## config.mk

```make
export PLATFORM = sky130hd
export DESIGN_NAME = slot_master_seq
export DESIGN_NICKNAME = d
export VERILOG_FILES = /design/src/rtl/slot_master_seq.sv
export SDC_FILE = /design/constraint.sdc
export NUM_CORES = 1
export LEC_CHECK = 0
export ABC_AREA = 0
export CORE_MARGIN = 1
export CORE_UTILIZATION = 50
export CTS_CLUSTER_DIAMETER = 40
export CTS_CLUSTER_SIZE = 30
export DETAILED_ROUTE_END_ITERATION = 6
export PLACE_DENSITY = 0.86
export SKIP_LAST_GASP = 1
export SYNTH_ARGS = -nofsm -noshare
export SYNTH_HDL_FRONTEND = slang
export SYNTH_SLANG_ARGS = --single-unit
export TNS_END_PERCENT = 5
```

## constraint.sdc

```tcl
create_clock -name clk_i -period 5.6 [get_ports clk_i]
set_input_delay 1.12 -clock clk_i [delete_from_list [all_inputs] [get_ports clk_i]]
set_output_delay 1.12 -clock clk_i [all_outputs]
set_load 0.01 [all_outputs]
```

## src/rtl/slot_master_seq.sv

```systemverilog
// Slot-bus initiator: runs one write, read or poll-until-match transaction per command.
// Define SLOT_MASTER_RDBACK_EN to follow every write with a gap cycle and a checking readback.
module slot_master_seq #(
  parameter int ADDR_W   = 5,
  parameter int DATA_W   = 32,
  parameter int POLL_MAX = 1000,
  parameter int CNT_W    = 16
) (
  input  logic              clk_i,
  input  logic              rst_ni,
  input  logic              cmd_valid_i,
  output logic              cmd_ready_o,
  input  logic [1:0]        cmd_op_i,
  input  logic [ADDR_W-1:0] cmd_addr_i,
  input  logic [DATA_W-1:0] cmd_data_i,
  input  logic [DATA_W-1:0] cmd_mask_i,
  output logic              rsp_valid_o,
  input  logic              rsp_ready_i,
  output logic [DATA_W-1:0] rsp_data_o,
  output logic              rsp_err_o,
  output logic              busy_o,
  output logic              cs_o,
  output logic              read_o,
  output logic              write_o,
  output logic [ADDR_W-1:0] addr_o,
  output logic [DATA_W-1:0] wr_data_o,
  input  logic [DATA_W-1:0] rd_data_i
);

  // state | meaning
  // IDLE  | ready for a command
  // ISSUE | one bus strobe cycle, rd_data captured at its end
  // GAP   | idle bus cycle between poll attempts (or before a readback)
  // RSP   | response held until rsp_ready
  typedef enum logic [1:0] {S_IDLE, S_ISSUE, S_GAP, S_RSP} state_t;

  localparam logic [1:0] OP_WR  = 2'b00;
  localparam logic [1:0] OP_RD  = 2'b01;
  localparam logic [1:0] OP_ILL = 2'b11;

  state_t             state_q;
  logic [1:0]         op_q;
  logic [ADDR_W-1:0]  lat_addr_q;
  logic [DATA_W-1:0]  data_q, mask_q;
  logic [CNT_W-1:0]   cnt_q;
  logic               cmd_ready_q, rsp_valid_q, rsp_err_q, busy_q;
  logic               cs_q, read_q, write_q;
  logic [ADDR_W-1:0]  addr_q;
  logic [DATA_W-1:0]  wr_data_q, rsp_data_q;
`ifdef SLOT_MASTER_RDBACK_EN
  logic               rdback_q;
`endif

  logic poll_hit;
  assign poll_hit = ((rd_data_i ^ data_q) & mask_q) == '0;

  always_ff @(posedge clk_i or negedge rst_ni) begin
    if (!rst_ni) begin
      state_q     <= S_IDLE;
      op_q        <= '0;
      lat_addr_q  <= '0;
      data_q      <= '0;
      mask_q      <= '0;
      cnt_q       <= '0;
      cmd_ready_q <= 1'b0;
      rsp_valid_q <= 1'b0;
      rsp_err_q   <= 1'b0;
      rsp_data_q  <= '0;
      busy_q      <= 1'b0;
      cs_q        <= 1'b0;
      read_q      <= 1'b0;
      write_q     <= 1'b0;
      addr_q      <= '0;
      wr_data_q   <= '0;
`ifdef SLOT_MASTER_RDBACK_EN
      rdback_q    <= 1'b0;
`endif
    end else begin
      case (state_q)
        S_IDLE: begin
          cmd_ready_q <= 1'b1;
          if (cmd_valid_i && cmd_ready_q) begin
            cmd_ready_q <= 1'b0;
            busy_q      <= 1'b1;
            op_q        <= cmd_op_i;
            lat_addr_q  <= cmd_addr_i;
            data_q      <= cmd_data_i;
            mask_q      <= cmd_mask_i;
            cnt_q       <= '0;
`ifdef SLOT_MASTER_RDBACK_EN
            rdback_q    <= 1'b0;
`endif
            if (cmd_op_i == OP_ILL) begin
              state_q     <= S_RSP;
              rsp_valid_q <= 1'b1;
              rsp_err_q   <= 1'b1;
              rsp_data_q  <= '0;
            end else begin
              state_q <= S_ISSUE;
              cs_q    <= 1'b1;
              addr_q  <= cmd_addr_i;
              if (cmd_op_i == OP_WR) begin
                write_q   <= 1'b1;
                wr_data_q <= cmd_data_i;
              end else begin
                read_q <= 1'b1;
              end
            end
          end
        end
        S_ISSUE: begin
          cs_q      <= 1'b0;
          read_q    <= 1'b0;
          write_q   <= 1'b0;
          addr_q    <= '0;
          wr_data_q <= '0;
          case (op_q)
            OP_WR: begin
`ifdef SLOT_MASTER_RDBACK_EN
              if (!rdback_q) begin
                rdback_q <= 1'b1;
                state_q  <= S_GAP;
              end else begin
                state_q     <= S_RSP;
                rsp_valid_q <= 1'b1;
                rsp_data_q  <= rd_data_i;
                rsp_err_q   <= (rd_data_i != data_q);
              end
`else
              state_q     <= S_RSP;
              rsp_valid_q <= 1'b1;
              rsp_data_q  <= '0;
              rsp_err_q   <= 1'b0;
`endif
            end
            OP_RD: begin
              state_q     <= S_RSP;
              rsp_valid_q <= 1'b1;
              rsp_data_q  <= rd_data_i;
              rsp_err_q   <= 1'b0;
            end
            default: begin
              if (poll_hit || (cnt_q == CNT_W'(POLL_MAX - 1))) begin
                state_q     <= S_RSP;
                rsp_valid_q <= 1'b1;
                rsp_data_q  <= rd_data_i;
                rsp_err_q   <= !poll_hit;
              end else begin
                cnt_q   <= cnt_q + 1'b1;
                state_q <= S_GAP;
              end
            end
          endcase
        end
        // Only reads follow a gap: further poll attempts or the write readback.
        S_GAP: begin
          state_q <= S_ISSUE;
          cs_q    <= 1'b1;
          read_q  <= 1'b1;
          addr_q  <= lat_addr_q;
        end
        S_RSP: begin
          if (rsp_ready_i) begin
            state_q     <= S_IDLE;
            rsp_valid_q <= 1'b0;
            rsp_err_q   <= 1'b0;
            rsp_data_q  <= '0;
            busy_q      <= 1'b0;
            cmd_ready_q <= 1'b1;
          end
        end
        default: state_q <= S_IDLE;
      endcase
    end
  end

  assign cmd_ready_o = cmd_ready_q;
  assign rsp_valid_o = rsp_valid_q;
  assign rsp_data_o  = rsp_data_q;
  assign rsp_err_o   = rsp_err_q;
  assign busy_o      = busy_q;
  assign cs_o        = cs_q;
  assign read_o      = read_q;
  assign write_o     = write_q;
  assign addr_o      = addr_q;
  assign wr_data_o   = wr_data_q;

endmodule

```

==> results.md, run 1 <==
* Crit Path Max Fanout at 73
* Critical path class: input pin to flip-flop
* Outcome: complete, no violations
* Commonest register cell after synthesis: sky130_fd_sc_hd__dfrtp_1
* Placed wire-length estimate after detailed placement at 12820 um
* H-tree depth reported by CTS at 4
* Number of rows in the core area at 43
* Data arrival, critical path at 3.79 ns
* Number of vias per cell at 5.511
* Final Core Density at 0.6950
* Wire length of the first global-routing pass at 30590 um
* I/O pin total at 183
* Count of flip-flops with a built-in enable after synthesis at 0
* Peak Freq at 0.2876 GHz
* Number of clock sinks seen by CTS at 165
* Endpoints failing hold at 0
* Worst min-delay path class: flip-flop to flip-flop
* Part of the total power dissipated in sequential elements at 0.379
* Crit-path leading delay family: simple AND/OR/NAND/NOR gates
* Crit path setup slack, layout at 2.123 ns
* Type of destination of the critical path: flip-flop
* Cell internal power dissipation at 3.317 mW
* Total global routing track utilization at 0.2762
* Maximum vdd drop at 0.2724 mV
* Post-synthesis to final-layout area growth at 35.48%
* Total routed wirelength at 18930 um
* Initial drt markers at 376
* Core region area at 13930 um^2
* Total number of vias at 5820
* Total of fill cells in the finished design at 1030
* Starting density of the core at 0.5130
* Post-route minimum period at 3.477 ns
* Insertion delay of the later-clocked pin in the worst-skew pair at 0.43 ns
* Biggest cell delay along the critical path at 0.65 ns
* TritonCTS Buffers at 17
* Commonest cells after routing, fill and taps aside: sky130_fd_sc_hd__nand2_1 (242), sky130_fd_sc_hd__clkdlybuf4s50_1 (181), sky130_fd_sc_hd__dfrtp_1 (165)
* Clock share of power at 0.236
* Sequential cell area fraction in the yosys report at 0.5776
* Vias in the first global route at 5914
* Worst setup skew after layout at 0.007754 ns
* Cell with the largest stage delay on the worst path: sky130_fd_sc_hd__nand3_4
* Critical path required time at 5.91 ns
* Post-synthesis register bit count at 165
* Critical path startpoint category: input pin
* Weighted congestion reported at the end of routability-driven placement at 0.8493
* Cell chosen for the clock root: sky130_fd_sc_hd__clkbuf_16
* Number of cells upsized or downsized after cts at 0
* Area of the die at 14780 um^2
* Leading cell type in the layout, fill and taps excluded: sky130_fd_sc_hd__nand2_1
* Total setup buffers inserted after CTS at 0
* Power density over the cells at 535.8 nW/um^2
* Relative contribution of combinational cells to total power at 0.385
* Switching part of the total power at 0.3608
* Accumulated negative setup slack at 0 ns
* Number of nets in the final layout at 975
* Vert. Die Dim at 121.6 um
* Pre-CTS WS at 1.661 ns
* CP cell instances: clkdlybuf4s50_1, nand3_4, o21ai_1, or2b_1, or4_1, mux2i_1
* DRC at 0
* Slew Limit Fails at 0
* Unrepaired setup endpoints after global routing: no
* Transition at the pin with the smallest max-transition slack at 1.060 ns
* Max clock buf depth at 2
* Netlist cell types at 47
* Width of the die at 121.6 um
* Initial antenna violation count at 1
* Maximum number of pins on one net before global-route repair at 76
* Post-synthesis cell count at 692
* Share of layout cells above drive strength 1 at 0.06286
* Hold Slack at 0.4749 ns
* Post-Syn Nets at 805
* Number of buffers and inverters on the critical path at 1
* Final number of setup-violating endpoints at 0
* Count of maximum capacitance violations at 0
* Final antenna-violating net count at 0
* Final critical-path share of the clock period at 0.6208
* Remaining global-route overflow at 0
* Share of flip-flops with an asynchronous set or reset after synthesis at 1.000
* Summed instance area of the synthesized netlist at 7148 um^2
* CTS tree: done
* Total of warnings raised by yosys at 0
* Syn Area/Cell at 10.33 um^2
* Leakage dissipation at 4.650 nW
* Clock slew seen by the registers of the worst setup and hold paths at 0.06 ns
* Max-slew headroom at the worst pin at 0.2917
* Wire per inst at 17.93 um
* Hold bufs inserted after CTS at 0
* Count of input and output buffers at 182
* Drt first pass iters at 5
* Net Switching at 1.872 mW
-- routing by layer --
| metal | vias to the layer above | wire length [um] | GRT usage |
|---|---|---|---|
| met5 | - | 0 | 0 |
| met4 | 0 | 548 | 0.1150 |
| met3 | 43 | 1315 | 0.06742 |
| met2 | 224 | 9179 | 0.4364 |
| met1 | 2833 | 7889 | 0.3653 |
| li1 | 2720 | - | - |
-- logic make-up (layout without fill, tap and decap cells) --
logic type,count (synthesis),count (layout),synth area share
buffers and inverters,44,227,0.03501
adder cells (fa/ha/maj),6,6,0.01050
flip-flops,165,165,0.5776
AO/OA/AOI/OAI,136,136,0.1481
XOR/XNOR,32,32,0.03921
multiplexers,6,6,0.008577
AND/OR/NAND/NOR,303,303,0.1810
other,0,1,0
-- synthesized netlist by cell type, types with 3 or more instances --
cell type / number / area (um^2)
sky130_fd_sc_hd__o21ai_0: 15 / 75.07
sky130_fd_sc_hd__a21oi_1: 7 / 35.03
sky130_fd_sc_hd__or2_2: 4 / 25.02
sky130_fd_sc_hd__mux2i_1: 5 / 50.05
sky130_fd_sc_hd__a41o_1: 5 / 50.05
sky130_fd_sc_hd__dfrtp_1: 165 / 4129
sky130_fd_sc_hd__nor2b_1: 5 / 31.28
sky130_fd_sc_hd__nand4_1: 7 / 43.79
sky130_fd_sc_hd__a31oi_1: 10 / 62.56
sky130_fd_sc_hd__xor2_1: 32 / 280.3
sky130_fd_sc_hd__clkbuf_1: 22 / 82.58
sky130_fd_sc_hd__nor2_1: 17 / 63.81
sky130_fd_sc_hd__or4_1: 4 / 30.03
sky130_fd_sc_hd__nand2_1: 242 / 908.4
sky130_fd_sc_hd__buf_6: 6 / 67.56
sky130_fd_sc_hd__nor3_1: 3 / 15.01
sky130_fd_sc_hd__o21ai_1: 6 / 30.03
sky130_fd_sc_hd__and3_1: 5 / 31.28
sky130_fd_sc_hd__a22o_1: 64 / 560.5
sky130_fd_sc_hd__ha_1: 6 / 75.07
sky130_fd_sc_hd__inv_1: 8 / 30.03
sky130_fd_sc_hd__buf_8: 3 / 45.04
sky130_fd_sc_hd__buf_2: 5 / 25.02
sky130_fd_sc_hd__a22oi_1: 16 / 120.1
sky130_fd_sc_hd__nand3_1: 5 / 25.02
-- final timing paths --
kind	start	to	slack, ns	cells after the start
setup reg to reg	state_q[0]$_DFFE_PN0P_	cnt_q[14]$_DFFE_PN0P_	2.23	7
min in group asynchronous	rst_ni	busy_o$_DFFE_PN0P_	0.69	1
hold / removal	mask_q[4]$_DFFE_PN0P_	mask_q[4]$_DFFE_PN0P_	0.47	2
max in group asynchronous	rst_ni	data_q[1]$_DFFE_PN0P_	3.86	2
hold reg to reg	mask_q[4]$_DFFE_PN0P_	mask_q[4]$_DFFE_PN0P_	0.47	2
setup / recovery	cmd_valid_i	cnt_q[14]$_DFFE_PN0P_	2.12	6
-- registers in the layout, summed over array words and instances (netlist names), 2 cells and up --
name	count
data_q	32
mask_q	32
rsp_data_o	32
wr_data_o	32
cnt_q	16
addr_o	5
lat_addr_q	5
op_q	2
state_q	2
-- worst min-delay path, cell delays in order (launching register included) --
cell,delay (ns)
sky130_fd_sc_hd__dfrtp_1,0.34
sky130_fd_sc_hd__nand2_1,0.05
sky130_fd_sc_hd__nand2_1,0.05
-- layout make-up --
cell class / instances / area [um^2] / share of cell area
antenna: 1 / 2.502 / 0.0002584
clock buffer: 19 / 442.9 / 0.04574
clock inverter: 13 / 178.9 / 0.01848
inverter: 8 / 30.03 / 0.003101
multi-input combinational: 483 / 2815 / 0.2907
sequential: 165 / 4129 / 0.4264
tap: 180 / 225.2 / 0.02326
timing repair buffer: 187 / 1861 / 0.1921
-- through the flow --
step                power, mW  cells  area, um^2
finish                  5.189   1056        9684
global route            5.514   1056        9684
CTS                     5.222   1055        9682
detailed placement      3.972   1023        9060
global placement        3.881   1023        9060
floorplan               3.109    692        7148
-- power groups by stage --
stage / Combinational (mW) / Clock, mW / Sequential [mW]
floorplan: 1.10 / 0 / 2.01
global placement: 1.92 / 0 / 1.96
detailed placement: 2.00 / 0 / 1.97
CTS: 2.01 / 1.25 / 1.96
global route: 2.19 / 1.30 / 2.02
finish: 2.00 / 1.23 / 1.97
No activity file was read; power rests on OpenSTA's default activity.
==> run 2: changes to the inputs <==
- CORE_UTILIZATION: 50 -> 49
- PLACE_DENSITY: 0.86 -> 0.85
- clock period: 5.6 -> 3.5 ns (I/O delays scaled with it)
==> run 2 against run 1 <==
  * Routed wire length shrank 0.95%
  * Highest routed layer unchanged
  * Largest cell class unchanged
  * Final cell count up 0.76%
  * Global-route usage is 1.1 points lower
  * Die area up 2.0%
  * Via count down 0.19%
  * Design area increased by 1.1%
==> results.md, run 2 (synthesized netlist as in run 1, its figures left out) <==
* Worst setup skew after layout at 0.006500 ns (was 0.007754 ns)
* Initial antenna violation count at 0 (was 1)
* Peak Freq at 0.3572 GHz
* Count of input and output buffers at 182 (unchanged)
* Crit Path Max Fanout at 17 (was 73)
* Final number of setup-violating endpoints at 0 (unchanged)
* Total global routing track utilization at 0.2656 (was 0.2762)
* Timing startpoint of the critical path: rd_data_i[31] (was cmd_valid_i)
* Pre-CTS WS at 0.2729 ns (was 1.661 ns)
* Endpoints failing hold at 0 (unchanged)
* Critical path class: input pin to flip-flop (unchanged)
* Launch instance of the worst register-to-register path: state_q[1]$_DFFE_PN0P_ (was state_q[0]$_DFFE_PN0P_)
* Maximum number of pins on one net before global-route repair at 72 (was 76)
* Biggest cell delay along the critical path at 0.52 ns (was 0.65 ns)
* Leakage dissipation at 4.711 nW (was 4.650 nW)
* Max clock buf depth at 2 (unchanged)
* Insertion delay of the later-clocked pin in the worst-skew pair at 0.43 ns (about the same)
* Cell with the largest stage delay on the worst path: sky130_fd_sc_hd__nor4_4 (was sky130_fd_sc_hd__nand3_4)
* Leading cell type in the layout, fill and taps excluded: sky130_fd_sc_hd__nand2_1 (unchanged)
* DRC at 0 (unchanged)
* Vert. Die Dim at 122.8 um (was 121.6 um)
* Number of cells upsized or downsized after cts at 0 (unchanged)
* Slew Limit Fails at 0 (unchanged)
* H-tree depth reported by CTS at 4 (unchanged)
* Wire length of the first global-routing pass at 30030 um (was 30590 um)
* Inserted Diodes at 0 (was 1)
* Cell chosen for the clock root: sky130_fd_sc_hd__clkbuf_16 (unchanged)
* Share of layout cells above drive strength 1 at 0.07353 (was 0.06286)
* Post-synthesis to final-layout area growth at 37.02% (was 35.48%)
* I/O pin total at 183 (unchanged)
* Count of maximum capacitance violations at 0 (unchanged)
* Core region area at 14040 um^2 (was 13930 um^2)
* Area of the die at 15070 um^2 (was 14780 um^2)
* Final antenna-violating net count at 0 (unchanged)
* Power density over the cells at 860.1 nW/um^2 (was 535.8 nW/um^2)
* Wire per inst at 17.63 um (was 17.93 um)
* Critical path required time at 3.87 ns (was 5.91 ns)
* Weighted congestion reported at the end of routability-driven placement at 0.8704 (was 0.8493)
* Max-slew headroom at the worst pin at 0.2851 (was 0.2917)
* Transition at the pin with the smallest max-transition slack at 1.070 ns (was 1.060 ns)
* Number of rows in the core area at 43 (unchanged)
* Initial drt markers at 403 (was 376)
* Starting density of the core at 0.5090 (was 0.5130)
* Total routed wirelength at 18750 um (was 18930 um)
* Vias in the first global route at 5896 (was 5914)
* Worst min-delay path class: input pin to asynchronous set/reset pin (was flip-flop to flip-flop)
* Worst reg2reg endpoint: cnt_q[14]$_DFFE_PN0P_ (unchanged)
* CTS tree: done (unchanged)
* Critical path startpoint category: input pin (unchanged)
* Final critical-path share of the clock period at 0.7998
* Cell Area, Placed at 9153 um^2 (was 9060 um^2)
* Drt first pass iters at 5 (unchanged)
* Number of nets in the final layout at 984 (was 975)
* Accumulated negative setup slack at 0 ns (unchanged)
* Maximum vdd drop at 0.4370 mV (was 0.2724 mV)
* Number of clock sinks seen by CTS at 165 (unchanged)
* Number of vias per cell at 5.460 (was 5.511)
* Commonest cells after routing, fill and taps aside: sky130_fd_sc_hd__nand2_1 (242), sky130_fd_sc_hd__clkdlybuf4s50_1 (181), sky130_fd_sc_hd__dfrtp_1 (165) (unchanged)
* Number of buffers and inverters on the critical path at 2 (was 1)
* Worst reg-to-reg path cell count at 7 (unchanged)
* Total number of vias at 5809 (was 5820)
* CP cell instances: clkdlybuf4s50_1, xor2_1, a22oi_1, nand4_1, nor4_4, o21ai_4, nor2_8, buf_4, a22o_1 (was clkdlybuf4s50_1, nand3_4, o21ai_1, or2b_1, or4_1, mux2i_1)
* Type of destination of the critical path: flip-flop (unchanged)
* Termination of the worst setup path: rsp_data_o[11]$_DFFE_PN0P_ (was cnt_q[14]$_DFFE_PN0P_)
* Total stage count of the critical path at 9 (was 6)
* Crit-path leading delay family: simple AND/OR/NAND/NOR gates (unchanged)
* Remaining global-route overflow at 0 (unchanged)
* Crit path setup slack, layout at 0.7005 ns (was 2.123 ns)
* Data arrival, critical path at 3.17 ns (was 3.79 ns)
* Width of the die at 122.8 um (was 121.6 um)
* Total setup buffers inserted after CTS at 0 (unchanged)
* Post-route minimum period at 2.799 ns
* Design Area, Final at 9794 um^2 (was 9684 um^2)
* Placed wire-length estimate after detailed placement at 13070 um (was 12820 um)
* Final Core Density at 0.6975 (was 0.6950)
* Clock slew seen by the registers of the worst setup and hold paths at 0.06 ns (about the same)
* Hold bufs inserted after CTS at 0 (unchanged)
* Worst reg2reg setup slack at 0.79 ns (was 2.23 ns)
* TritonCTS Buffers at 17 (unchanged)
* Outcome: complete, no violations (unchanged)
* Unrepaired setup endpoints after global routing: no (unchanged)
-- run 2: worst min path at each step --
stage,from,end,depth (start not counted)
finish,rst_ni,cs_o$_DFFE_PN0P_,1
global route,rst_ni,wr_data_o[31]$_DFFE_PN0P_,1
CTS,rst_ni,op_q[0]$_DFFE_PN0P_,1
detailed placement,lat_addr_q[4]$_DFFE_PN0P_,lat_addr_q[4]$_DFFE_PN0P_,2
global placement,lat_addr_q[0]$_DFFE_PN0P_,lat_addr_q[0]$_DFFE_PN0P_,2
floorplan,rst_ni,addr_o[0]$_DFFE_PN0P_,0
-- run 2: cell type report --
class | count | area (um^2)
Multi-Input combinational cell | 483 | 2815
Clock inverter | 12 | 175.2
Tap cell | 180 | 225.2
Sequential cell | 165 | 4129
Inverter | 8 | 30.03
Timing Repair Buffer | 196 | 1953
Clock buffer | 20 | 466.7
Fill cell | 1004 | 4248
-- run 2: worst reg2reg max path: stages, from the launching register on --
cell and delay, ns:
sky130_fd_sc_hd__dfrtp_1 0.45, sky130_fd_sc_hd__inv_1 0.13, sky130_fd_sc_hd__ha_1 0.40, sky130_fd_sc_hd__inv_1 0.24, sky130_fd_sc_hd__o21ai_1 0.42, sky130_fd_sc_hd__or2b_1 0.31, sky130_fd_sc_hd__or4_1 0.50, sky130_fd_sc_hd__mux2i_1 0.18
-- run 2: metrics by stage --
| step | hold slack [ns] | power [mW] | cells |
|---|---|---|---|
| 2_1_floorplan | 0.4044 | 4.975 | 692 |
| 3_3_place_gp | 0.4585 | 6.308 | 1032 |
| 3_5_place_dp | 0.4627 | 6.405 | 1032 |
| 4_1_cts | 0.2327 | 8.456 | 1064 |
| 5_1_grt | 0.2581 | 8.925 | 1064 |
| 6_report | 0.2200 | 8.424 | 1064 |
-- run 2: power breakdown --
| part | internal (mW) | leakage [nW] | switching, mW |
|---|---|---|---|
| sequential | 2.66 | 2.16 | 0.500 |
| combinational | 1.50 | 2.23 | 1.75 |
| clock | 1.25 | 0.314 | 0.768 |
| total | 5.41 | 4.71 | 3.02 |
-- run 2: layer usage --
layer | part of all wire | track usage
met1 | 0.42 | 0.3442
met2 | 0.48 | 0.4263
met3 | 0.081 | 0.07528
met4 | 0.018 | 0.09375
met5 | 0 | 0
==> run 3: changes to the inputs <==
- CORE_UTILIZATION: 49 -> 44
- PLACE_DENSITY: 0.85 -> 0.81
- clock period: 3.5 -> 2.3 ns (I/O delays scaled with it)
==> run 3 against run 2 <==
  * The flow now finishes with violations (design-rule violations, negative setup slack)
  * Die area grew 11%
  * Setup slack got worse by 0.79 ns
  * First-iteration DRC count decreased by 4.5%
  * Count of clock-buffer cells in the layout is 4 higher
  * Routed wire length grew 5.9%
  * Largest cell class unchanged
  * Utilization is 6.5 points lower
  * Worst hold slack improved by 0.26 ns
  * Total power increased by 53%
  * Sequential power increased by 51%
  * Global-route usage fell by 2.1 points
  * Highest routed layer unchanged
==> results.md, run 3 (synthesized netlist as in run 1, its figures left out) <==
* Endpoints failing hold at 0 (unchanged)
* Critical path class: flip-flop to flip-flop (was input pin to flip-flop)
* Max clock buf depth at 2 (unchanged)
* I/O pin total at 183 (unchanged)
* Pre-CTS WS at -0.4880 ns (was 0.2729 ns)
* Share of layout cells above drive strength 1 at 0.1005 (was 0.07353)
* Count of input and output buffers at 182 (unchanged)
* H-tree depth reported by CTS at 4 (unchanged)
* Initial antenna violation count at 2 (was 0)
* Worst setup skew after layout at 0.009071 ns (was 0.006500 ns)
* Maximum vdd drop at 0.6914 mV (was 0.4370 mV)
* Initial drt markers at 385 (was 403)
* Number of cells in the design after placement at 1098 (was 1032)
* DRC at 1 (was 0)
* Post-route minimum period at 2.387 ns
* Total number of vias at 5840 (was 5809)
* Cell Area, Placed at 9448 um^2 (was 9153 um^2)
* Type of destination of the critical path: flip-flop (unchanged)
* Total routed wirelength at 19860 um (was 18750 um)
* Number of vias per cell at 5.154 (was 5.460)
* Number of nets in the final layout at 1016 (was 984)
* Crit path setup slack, layout at -0.08690 ns (was 0.7005 ns)
* Biggest cell delay along the critical path at 0.45 ns (was 0.52 ns)
* Leading cell type in the layout, fill and taps excluded: sky130_fd_sc_hd__nand2_1 (unchanged)
* Starting density of the core at 0.4500 (was 0.5090)
* Final number of setup-violating endpoints at 10 (was 0)
* Violations in the final reports: design-rule violations, negative setup slack
* Maximum number of pins on one net before global-route repair at 72 (unchanged)
* Peak Freq at 0.4190 GHz
* Worst min-delay path class: flip-flop to flip-flop (was input pin to asynchronous set/reset pin)
* Vias in the first global route at 5790 (was 5896)
* Count of maximum capacitance violations at 0 (unchanged)
* Total setup buffers inserted after CTS at 0 (unchanged)
* Clock slew seen by the registers of the worst setup and hold paths at 0.06 ns (about the same)
* Wire per inst at 17.52 um (was 17.63 um)
* Total global routing track utilization at 0.2445 (was 0.2656)
* CP cell instances: inv_1, ha_2, buf_4, nor2_1, buf_4, nor2_1, nor2_1, buf_4, a31oi_1, a41o_1 (was clkdlybuf4s50_1, xor2_1, a22oi_1, nand4_1, nor4_4, o21ai_4, nor2_8, buf_4, a22o_1)
* Number of rows in the core area at 46 (was 43)
* Final antenna-violating net count at 0 (unchanged)
* Remaining global-route overflow at 0 (unchanged)
* Data arrival, critical path at 2.69 ns (was 3.17 ns)
* Non-filler cells, final at 1133 (was 1064)
* Insertion delay of the later-clocked pin in the worst-skew pair at 0.43 ns (about the same)
* Number of buffers and inverters on the critical path at 4 (was 2)
* Unrepaired setup endpoints after global routing: yes (was no)
* Post-synthesis to final-layout area growth at 40.61% (was 37.02%)
* Slew Limit Fails at 0 (unchanged)
* Weighted congestion reported at the end of routability-driven placement at 0.8367 (was 0.8704)
* Core region area at 15890 um^2 (was 14040 um^2)
* TritonCTS Buffers at 17 (unchanged)
* Crit-path leading delay family: buffers and inverters (was simple AND/OR/NAND/NOR gates)
* Wire length of the first global-routing pass at 30750 um (was 30030 um)
* Leakage dissipation at 4.842 nW (was 4.711 nW)
* Outcome: complete, but fails checks (was complete, no violations)
* Width of the die at 129.5 um (was 122.8 um)
* Drt first pass iters at 7 (was 5)
* Critical path startpoint category: flip-flop (was input pin)
* Design Area, Final at 10050 um^2 (was 9794 um^2)
* Commonest cells after routing, fill and taps aside: sky130_fd_sc_hd__nand2_1 (242), sky130_fd_sc_hd__clkdlybuf4s50_1 (181), sky130_fd_sc_hd__dfrtp_1 (165) (unchanged)
* Hold Slack at 0.4773 ns (was 0.2200 ns)
* Max-slew headroom at the worst pin at 0.2724 (was 0.2851)
* Critical path required time at 2.61 ns (was 3.87 ns)
* Placed wire-length estimate after detailed placement at 13830 um (was 13070 um)
* Cell with the largest stage delay on the worst path: sky130_fd_sc_hd__dfrtp_1 (was sky130_fd_sc_hd__nor4_4)
* Cell chosen for the clock root: sky130_fd_sc_hd__clkbuf_16 (unchanged)
* Transition at the pin with the smallest max-transition slack at 1.091 ns (was 1.070 ns)
* Power density over the cells at 1279 nW/um^2 (was 860.1 nW/um^2)
* Number of clock sinks seen by CTS at 165 (unchanged)
* Crit Path Max Fanout at 13 (was 17)
* Vert. Die Dim at 129.5 um (was 122.8 um)
* CTS tree: done (unchanged)
* Area of the die at 16760 um^2 (was 15070 um^2)
* Final critical-path share of the clock period at 1.038
run 3: cell count changes in the layout (fill, tap and decap cells not counted):
cell                            before  now
sky130_fd_sc_hd__buf_4              12   40
sky130_fd_sc_hd__buf_12              2    4
sky130_fd_sc_hd__inv_8               1    0
sky130_fd_sc_hd__ha_2                0    1
sky130_fd_sc_hd__ha_1                6    5
sky130_fd_sc_hd__clkinv_4            1    0
sky130_fd_sc_hd__diode_2             0    2
sky130_fd_sc_hd__clkbuf_1            0    4
sky130_fd_sc_hd__inv_6               0    2
sky130_fd_sc_hd__clkinvlp_4          2    1
sky130_fd_sc_hd__dlygate4sd3_1       0    1
sky130_fd_sc_hd__a21oi_2             0    1
sky130_fd_sc_hd__clkinv_2            4    2
sky130_fd_sc_hd__bufinv_16           4    2
run 3: cell type report:
class                      instances  area [um^2]
clock inverter                     7        95.09
fill                            1299         5834
multi-input combinational        484         2826
sequential                       165         4129
timing repair buffer             227         2213
clock buffer                      24        481.7
tap                              216        270.3
inverter                           8        30.03
antenna                            2        5.005
run 3: worst paths after layout:
check	slack, ns	startpoint	cells past startpoint	endpoint
min in group asynchronous	0.55	rst_ni	2	cnt_q[7]$_DFFE_PN0P_
max in group asynchronous	1.01	rst_ni	3	data_q[11]$_DFFE_PN0P_
hold / removal	0.48	mask_q[12]$_DFFE_PN0P_	2	mask_q[12]$_DFFE_PN0P_
setup reg to reg	-0.09	state_q[0]$_DFFE_PN0P_	10	cnt_q[11]$_DFFE_PN0P_
hold reg to reg	0.48	mask_q[12]$_DFFE_PN0P_	2	mask_q[12]$_DFFE_PN0P_
setup / recovery	-0.09	state_q[0]$_DFFE_PN0P_	10	cnt_q[11]$_DFFE_PN0P_
run 3: timing repair:
action / in CTS / in global routing
hold buffers: 1 / 0
setup endpoints to repair: 37 / 98
gates resized for setup: 0 / 1
cloned: 0 / 1
endpoints found under the hold margin: 10 / 0
pin swaps: 0 / 0
run 3: power breakdown:
| part | internal (mW) | switching (mW) | leakage (nW) |
|---|---|---|---|
| Sequential | 4.05 | 0.720 | 2.16 |
| Clock | 1.68 | 1.13 | 0.281 |
| Combinational | 2.52 | 2.75 | 2.40 |
run 3: metal layers:
metal / vias to the layer above / GRT usage / share of wire
met5: - / 0 / 0
met4: 0 / 0.08276 / 0.016
met3: 22 / 0.06152 / 0.066
met2: 212 / 0.3865 / 0.48
met1: 2812 / 0.3298 / 0.44
li1: 2794 / - / -
run 3: metrics by stage:
step	setup TNS, ns	total power, mW	utilization
4_1_cts	-2.035	12.87	0.6317
2_1_floorplan	0	7.570	-
6_report	-0.5500	12.86	0.6327
5_1_grt	-4.254	13.64	0.6326
3_3_place_gp	-18.32	9.872	0.5948
3_5_place_dp	-21.25	10.01	0.5948
run 3: worst register-to-register path: stages (launching register included):
cell and delay, ns:
sky130_fd_sc_hd__dfrtp_1 0.45, sky130_fd_sc_hd__inv_1 0.11, sky130_fd_sc_hd__ha_2 0.26, sky130_fd_sc_hd__buf_4 0.17
sky130_fd_sc_hd__nor2_1 0.34, sky130_fd_sc_hd__buf_4 0.20, sky130_fd_sc_hd__nor2_1 0.05, sky130_fd_sc_hd__nor2_1 0.13
sky130_fd_sc_hd__buf_4 0.21, sky130_fd_sc_hd__a31oi_1 0.12, sky130_fd_sc_hd__a41o_1 0.22
